**config.mk**
```make
export PLATFORM = sky130hd
export DESIGN_NAME = sbox_lane_scheduler_flat
export DESIGN_NICKNAME = d
export VERILOG_FILES = /design/src/rtl/sbox_lane_scheduler_if.sv /design/src/rtl/sbox_lane_scheduler.sv /design/src/flat_wrapper.sv
export SDC_FILE = /design/constraint.sdc
export NUM_CORES = 2
export LEC_CHECK = 0
export ABC_AREA = 0
export CORE_MARGIN = 4
export CORE_UTILIZATION = 58
export DETAILED_ROUTE_END_ITERATION = 10
export PLACE_DENSITY = 0.78
export SETUP_SLACK_MARGIN = 0.2
export SLEW_MARGIN = 20
export SYNTH_ARGS = -nofsm -noshare
export SYNTH_HDL_FRONTEND = slang
export SYNTH_SLANG_ARGS = --single-unit
```
**constraint.sdc**
```tcl
create_clock -name clk -period 19.5 [get_ports clk]
set_input_delay 3.9 -clock clk [delete_from_list [all_inputs] [get_ports clk]]
set_output_delay 3.9 -clock clk [all_outputs]
set_load 0.01 [all_outputs]
```
**src/rtl/sbox_lane_scheduler_if.sv**
```systemverilog
// Handshake bundle for the shared S-box lane: a state (SubBytes) channel,
// a word (SubWord) channel and the lane grant observability pins.
interface sbox_lane_scheduler_if #(
    parameter int N = 4
);
    logic [0:N-1][0:N-1][7:0] st_in;
    logic                     st_in_valid;
    logic                     st_in_ready;
    logic [0:N-1][0:N-1][7:0] st_out;
    logic                     st_out_valid;
    logic                     st_out_ready;

    logic [0:N-1][7:0]        wd_in;
    logic                     wd_in_valid;
    logic                     wd_in_ready;
    logic [0:N-1][7:0]        wd_out;
    logic                     wd_out_valid;
    logic                     wd_out_ready;

    logic                     gnt_st;
    logic                     gnt_wd;

    modport master (
        output st_in, st_in_valid, st_out_ready,
        output wd_in, wd_in_valid, wd_out_ready,
        input  st_in_ready, st_out, st_out_valid,
        input  wd_in_ready, wd_out, wd_out_valid,
        input  gnt_st, gnt_wd
    );

    modport slave (
        input  st_in, st_in_valid, st_out_ready,
        input  wd_in, wd_in_valid, wd_out_ready,
        output st_in_ready, st_out, st_out_valid,
        output wd_in_ready, wd_out, wd_out_valid,
        output gnt_st, gnt_wd
    );
endinterface

```
**src/rtl/sbox_lane_scheduler.sv**
```systemverilog
// One N-byte AES S-box lane time-shared between a column-serial SubBytes
// request and a single-word SubWord request, with alternating priority.

module sbox_lane_sbox (
    input  logic [7:0] a_i,
    output logic [7:0] y_o
);
    function automatic logic [7:0] gmul(input logic [7:0] a, input logic [7:0] b);
        logic [7:0] p;
        logic [7:0] x;
        logic [7:0] y;
        p = 8'h00;
        x = a;
        y = b;
        for (int i = 0; i < 8; i++) begin
            if (y[0]) p = p ^ x;
            x = {x[6:0], 1'b0} ^ (x[7] ? 8'h1b : 8'h00);
            y = y >> 1;
        end
        return p;
    endfunction

    logic [7:0] sq;
    logic [7:0] inv;

    // Multiplicative inverse as a^254 = a^2 * a^4 * ... * a^128; 0 maps to 0.
    always_comb begin
        sq  = a_i;
        inv = 8'h01;
        for (int k = 1; k < 8; k++) begin
            sq  = gmul(sq, sq);
            inv = gmul(inv, sq);
        end
        y_o = inv ^ {inv[6:0], inv[7]} ^ {inv[5:0], inv[7:6]} ^
              {inv[4:0], inv[7:5]} ^ {inv[3:0], inv[7:4]} ^ 8'h63;
    end
endmodule

module sbox_lane_scheduler #(
    parameter int N = 4
) (
    input  logic                  clk,
    input  logic                  rst_n,
    sbox_lane_scheduler_if.slave  bus
);
    localparam int CW = (N > 1) ? $clog2(N) : 1;

    typedef enum logic [1:0] {S_IDLE, S_RUN, S_DONE} st_state_e;
    typedef enum logic [1:0] {W_IDLE, W_PEND, W_DONE} wd_state_e;

    st_state_e                st_state_q;
    wd_state_e                wd_state_q;
    logic [0:N-1][0:N-1][7:0] st_q;
    logic [0:N-1][0:N-1][7:0] st_res_q;
    logic [0:N-1][7:0]        wd_q;
    logic [0:N-1][7:0]        wd_res_q;
    logic [CW-1:0]            col_q;
    logic                     last_wd_q;
    logic                     st_in_ready_q;
    logic                     st_out_valid_q;
    logic                     wd_in_ready_q;
    logic                     wd_out_valid_q;

    logic                     st_req;
    logic                     wd_req;
    logic                     gnt_st;
    logic                     gnt_wd;
    logic [0:N-1][7:0]        lane_in;
    logic [0:N-1][7:0]        lane_out;

    // A pending word loses only to the state op right after it was served,
    // so neither requester can be starved.
    always_comb begin
        st_req = (st_state_q == S_RUN);
        wd_req = (wd_state_q == W_PEND);
        gnt_wd = wd_req && (!st_req || !last_wd_q);
        gnt_st = st_req && !gnt_wd;
    end

    always_comb begin
        lane_in = wd_q;
        if (!gnt_wd) begin
            for (int r = 0; r < N; r++) lane_in[r] = st_q[r][col_q];
        end
    end

    for (genvar g = 0; g < N; g++) begin : g_lane
        sbox_lane_sbox u_sbox (
            .a_i (lane_in[g]),
            .y_o (lane_out[g])
        );
    end

    always_ff @(posedge clk or negedge rst_n) begin
        if (!rst_n) begin
            st_state_q     <= S_IDLE;
            st_q           <= '0;
            st_res_q       <= '0;
            col_q          <= '0;
            st_in_ready_q  <= 1'b0;
            st_out_valid_q <= 1'b0;
        end else begin
            case (st_state_q)
                S_IDLE: begin
                    st_in_ready_q <= 1'b1;
                    if (bus.st_in_valid && st_in_ready_q) begin
                        st_q          <= bus.st_in;
                        col_q         <= '0;
                        st_in_ready_q <= 1'b0;
                        st_state_q    <= S_RUN;
                    end
                end
                S_RUN: begin
                    if (gnt_st) begin
                        for (int r = 0; r < N; r++) st_res_q[r][col_q] <= lane_out[r];
                        col_q <= col_q + 1'b1;
                        if (col_q == CW'(N - 1)) begin
                            st_out_valid_q <= 1'b1;
                            st_state_q     <= S_DONE;
                        end
                    end
                end
                S_DONE: begin
                    if (bus.st_out_ready) begin
                        st_out_valid_q <= 1'b0;
                        st_in_ready_q  <= 1'b1;
                        st_state_q     <= S_IDLE;
                    end
                end
                default: st_state_q <= S_IDLE;
            endcase
        end
    end

    always_ff @(posedge clk or negedge rst_n) begin
        if (!rst_n) begin
            wd_state_q     <= W_IDLE;
            wd_q           <= '0;
            wd_res_q       <= '0;
            last_wd_q      <= 1'b0;
            wd_in_ready_q  <= 1'b0;
            wd_out_valid_q <= 1'b0;
        end else begin
            last_wd_q <= gnt_wd;
            case (wd_state_q)
                W_IDLE: begin
                    wd_in_ready_q <= 1'b1;
                    if (bus.wd_in_valid && wd_in_ready_q) begin
                        wd_q          <= bus.wd_in;
                        wd_in_ready_q <= 1'b0;
                        wd_state_q    <= W_PEND;
                    end
                end
                W_PEND: begin
                    if (gnt_wd) begin
                        wd_res_q       <= lane_out;
                        wd_out_valid_q <= 1'b1;
                        wd_state_q     <= W_DONE;
                    end
                end
                W_DONE: begin
                    if (bus.wd_out_ready) begin
                        wd_out_valid_q <= 1'b0;
                        wd_in_ready_q  <= 1'b1;
                        wd_state_q     <= W_IDLE;
                    end
                end
                default: wd_state_q <= W_IDLE;
            endcase
        end
    end

    assign bus.st_in_ready  = st_in_ready_q;
    assign bus.st_out       = st_res_q;
    assign bus.st_out_valid = st_out_valid_q;
    assign bus.wd_in_ready  = wd_in_ready_q;
    assign bus.wd_out       = wd_res_q;
    assign bus.wd_out_valid = wd_out_valid_q;
    assign bus.gnt_st       = gnt_st;
    assign bus.gnt_wd       = gnt_wd;
endmodule

```
**src/flat_wrapper.sv**
```systemverilog
// flat-port wrapper written by rule: the top's interface ports become plain ports
module sbox_lane_scheduler_flat 
#(
    parameter int N = 4
)
  (clk, rst_n, bus_st_in, bus_st_in_valid, bus_st_out_ready, bus_wd_in, bus_wd_in_valid, bus_wd_out_ready, bus_st_in_ready, bus_st_out, bus_st_out_valid, bus_wd_in_ready, bus_wd_out, bus_wd_out_valid, bus_gnt_st, bus_gnt_wd);
  sbox_lane_scheduler_if #(.N(N)) bus_i ();
  input  logic clk;
  input  logic rst_n;
  input wire logic [$bits(bus_i.st_in)-1:0] bus_st_in;
  input wire logic [$bits(bus_i.st_in_valid)-1:0] bus_st_in_valid;
  input wire logic [$bits(bus_i.st_out_ready)-1:0] bus_st_out_ready;
  input wire logic [$bits(bus_i.wd_in)-1:0] bus_wd_in;
  input wire logic [$bits(bus_i.wd_in_valid)-1:0] bus_wd_in_valid;
  input wire logic [$bits(bus_i.wd_out_ready)-1:0] bus_wd_out_ready;
  output wire logic [$bits(bus_i.st_in_ready)-1:0] bus_st_in_ready;
  output wire logic [$bits(bus_i.st_out)-1:0] bus_st_out;
  output wire logic [$bits(bus_i.st_out_valid)-1:0] bus_st_out_valid;
  output wire logic [$bits(bus_i.wd_in_ready)-1:0] bus_wd_in_ready;
  output wire logic [$bits(bus_i.wd_out)-1:0] bus_wd_out;
  output wire logic [$bits(bus_i.wd_out_valid)-1:0] bus_wd_out_valid;
  output wire logic [$bits(bus_i.gnt_st)-1:0] bus_gnt_st;
  output wire logic [$bits(bus_i.gnt_wd)-1:0] bus_gnt_wd;
  assign bus_i.st_in = bus_st_in;
  assign bus_i.st_in_valid = bus_st_in_valid;
  assign bus_i.st_out_ready = bus_st_out_ready;
  assign bus_i.wd_in = bus_wd_in;
  assign bus_i.wd_in_valid = bus_wd_in_valid;
  assign bus_i.wd_out_ready = bus_wd_out_ready;
  assign bus_st_in_ready = bus_i.st_in_ready;
  assign bus_st_out = bus_i.st_out;
  assign bus_st_out_valid = bus_i.st_out_valid;
  assign bus_wd_in_ready = bus_i.wd_in_ready;
  assign bus_wd_out = bus_i.wd_out;
  assign bus_wd_out_valid = bus_i.wd_out_valid;
  assign bus_gnt_st = bus_i.gnt_st;
  assign bus_gnt_wd = bus_i.gnt_wd;
  sbox_lane_scheduler #(.N(N)) u_core (.clk(clk), .rst_n(rst_n), .bus(bus_i));
endmodule
```
==> impl_metrics.json <==
{
  "antenna_found_initial": 3,
  "rsz0062_at_grt": "false",
  "synth.most_common_cell": "xnor2_1",
  "synth-seq-cells": 331,
  "clk_path_buf_depth": 3,
  "post-dp-hpwl_um": 178100,
  "cts_max_level": 2,
  "synthMuxAreaShare_pct": 7.392,
  "synth-xor-area-share_pct": 38.82,
  "hold_buffers": 0,
  "fp.dieH_um": 370.6,
  "finalSetupViolCount": 0,
  "viasPerCell": 6.452,
  "synthCells": 9771,
  "synth_fa_ha_area_share_pct": 0.5252,
  "grt_pass1_wl_um": 391100,
  "yosysTopAreaCell": "xnor2_1",
  "wire_per_inst_um": 21.31,
  "path_class": "register to register",
  "yosysWarnings": 0,
  "rows": 132,
  "start_util_pct": 58.65,
  "hp-class": "register to register",
  "required_ns": 19.94,
  "synth_nets": 9969,
  "clock_latency_ns": 0.62,
  "synth_flop_cell": "dfrtp_1",
  "cp-start-kind": "register",
  "period_needed_ns": 18.45,
  "cts.reportedPaths.clkPinSlew_ns": 0.06,
  "ys_types": 125,
  "layout-drive-gt1-share_pct": 11.75,
  "yosysSeqAreaShare_pct": 10.86,
  "synth_top_family_by_area": "XOR/XNOR gates",
  "drtAntennaViolNets": 0,
  "vias": 74770,
  "area_growth_syn_to_layout_pct": 10.26,
  "cts.sinks": 331,
  "fmax_mhz": 54.21,
  "drv_cap": 0,
  "yosysTopAreaCellShare_pct": 18.88,
  "synth_edf_count": 0,
  "io_pins": 332,
  "synth_simple_gate_area_share_pct": 18.67,
  "dr.pass1.iters": 8,
  "crit_fanout": 18,
  "n_antenna_cell": 0,
  "relSlewSlack_pct": 16.23,
  "fp.dieW_um": 370.6,
  "async_flop_share_pct": 100.0,
  "grt_pass1_vias": 69960,
  "hold_ws_ns": 0.4837,
  "worst_slew_pin_slew_ns": 1.248,
  "syn_area_um2": 76240,
  "die-area_um2": 137300,
  "hold_viol": 0,
  "crit_path_frequent_cell": "xnor3_1",
  "status": "finished, final reports clean",
  "critPathCaptureType": "register",
  "post_synth.cell_area_avg_um2": 7.802,
  "place_congestion": 0.9783,
  "arrival_ns": 18.88,
  "period_share_pct": 94.60,
  "track_usage_pct": 34.25,
  "synth_common_cells": "xnor2_1 (1643), nor2_1 (1253), nand2_1 (978)",
  "skew_ns": 0.03957,
  "reg2reg_depth": 58,
  "synth_compound_area_share_pct": 19.04,
  "wirelength_um": 246900,
  "core-area_um2": 130000,
  "num-nets-final": 10010,
  "grt_overflow_total": 0,
  "cts_root_buffer": "clkbuf_16",
  "cp_slowest_cell": "xnor3_1",
  "drtIter0Drc": 9170,
  "tritoncts": "yes",
  "grt_max_degree": 122,
  "cts_buffers": 39,
  "drv_slew": 0,
  "place.port_buffers": 331,
  "synth.area.top_cells": "xnor2_1 (19%), dfrtp_1 (11%), xnor3_1 (9.4%), nor2_1 (6.2%), xor2_1 (5.1%)",
  "hold_depth": 2,
  "critPathMaxStageDelay_ns": 0.68,
  "drc": 0
}
==> timing repair <==
action	in CTS	in global routing
setup buffers	0	26
resized for setup	3	114
cloned	0	1
pin swaps	0	11
setup endpoints to repair	40	160
==> critical path: cells and delay by family, from the launching register on <==
kind	cells	cell delay, ns
adders and majority gates	2	0.75
xor gates and xnor gates	27	10.39
DFF	1	0.41
muxes	2	0.82
and+or+nand+nor	11	2.39
AOI/OAI and AO/OA	11	2.55
buffers and inverters	5	0.97
==> layout make-up <==
cell class | instances | area, um2
inverters | 127 | 484.2
well taps | 1742 | 2180
clock buffers | 52 | 1075
clock inverters | 20 | 269.0
flip-flops and latches | 331 | 8284
repair buffers | 705 | 6183
fillers | 11240 | 45920
multi-input cells | 8611 | 65580
==> state kept, by name, indices dropped and copies added, names as in the netlist <==
signal,flops
u_core.bus.st_out,128
u_core.st_q,128
u_core.bus.wd_out,32
u_core.wd_q,32
u_core.col_q,2
u_core.st_state_q,2
u_core.wd_state_q,2
u_core.bus.st_in_ready,1
u_core.bus.st_out_valid,1
u_core.bus.wd_in_ready,1
u_core.bus.wd_out_valid,1
u_core.last_wd_q,1
==> cells by family after synthesis <==
group / Yosys count
compound gates: 2231
xor+xnor: 2619
fa+ha+maj: 32
buf+inv: 830
flops: 331
mux: 485
simple gates: 3243
==> layout by cell type, fill, tap and decap left out, types with 39 or more instances in the layout <==
cell type        netlist  final
a21oi_1              497    497
xor2_2                34     55
nor2b_1               41     40
nand4_1               56     56
xnor2_1             1643   1567
buf_4                 48    368
nand2_1              978    971
xnor3_1              317    307
a31oi_1              108    108
o211ai_1              93     93
or3_1                 53     53
clkbuf_16              0     39
o21ai_0              496    492
and2_1                63     62
o21ai_1              125    127
o22ai_1              141    138
a32oi_1               41     41
o221ai_1              47     46
inv_1                 88     88
nor2_1              1253   1252
dfrtp_1              331    330
a211oi_1              87     86
nand3_1              254    254
a22oi_1               73     73
xnor2_2              101    165
clkdlybuf4s50_1        0    330
mux2i_1              225    223
xor2_1               444    418
mux2_2               215    215
and3_1                56     56
nand2b_1              50     48
a221oi_1              44     43
nor3_1               266    258
==> layer usage <==
metal	vias up	track usage, %	part of all wire (%)
met1	35660	47.85	42
met5	-	0	0
met2	4209	55.43	46
li1	34370	-	-
met3	529	4.733	9.6
met4	0	9.639	3.0
==> per-stage QoR <==
stage          instance area (um2)  utilization, %  setup WS, ns  instances  TNS (ns)
2_1_floorplan                76240               -         1.324       9771         0
3_3_place_gp                 81670           62.83        0.3051      11490         0
3_5_place_dp                 81680           62.84      -0.03895      11490   -0.1261
4_1_cts                      83040           63.89        0.2538      11560         0
5_1_grt                      84060           64.67        0.1509      11590         0
6_report                     84060           64.67         1.053      11590         0
==> final timing paths <==
path / startpoint / endpoint / slack (ns)
max in group asynchronous: rst_n / u_core.bus.st_out[112] / 13.85
worst max register to register: u_core.col_q[0] / u_core.bus.st_out[13] / 1.05
worst min-delay path: u_core.bus.wd_out[28] / u_core.bus.wd_out[28] / 0.48
worst min register to register: u_core.bus.wd_out[28] / u_core.bus.wd_out[28] / 0.48
min in group asynchronous: rst_n / u_core.st_q[52] / 3.35
worst max-delay path: u_core.col_q[0] / u_core.bus.st_out[13] / 1.05
Power is left out: the tool's default activity adds up to more than one toggle a clock period on the data nets, which glitch-free logic cannot reach.
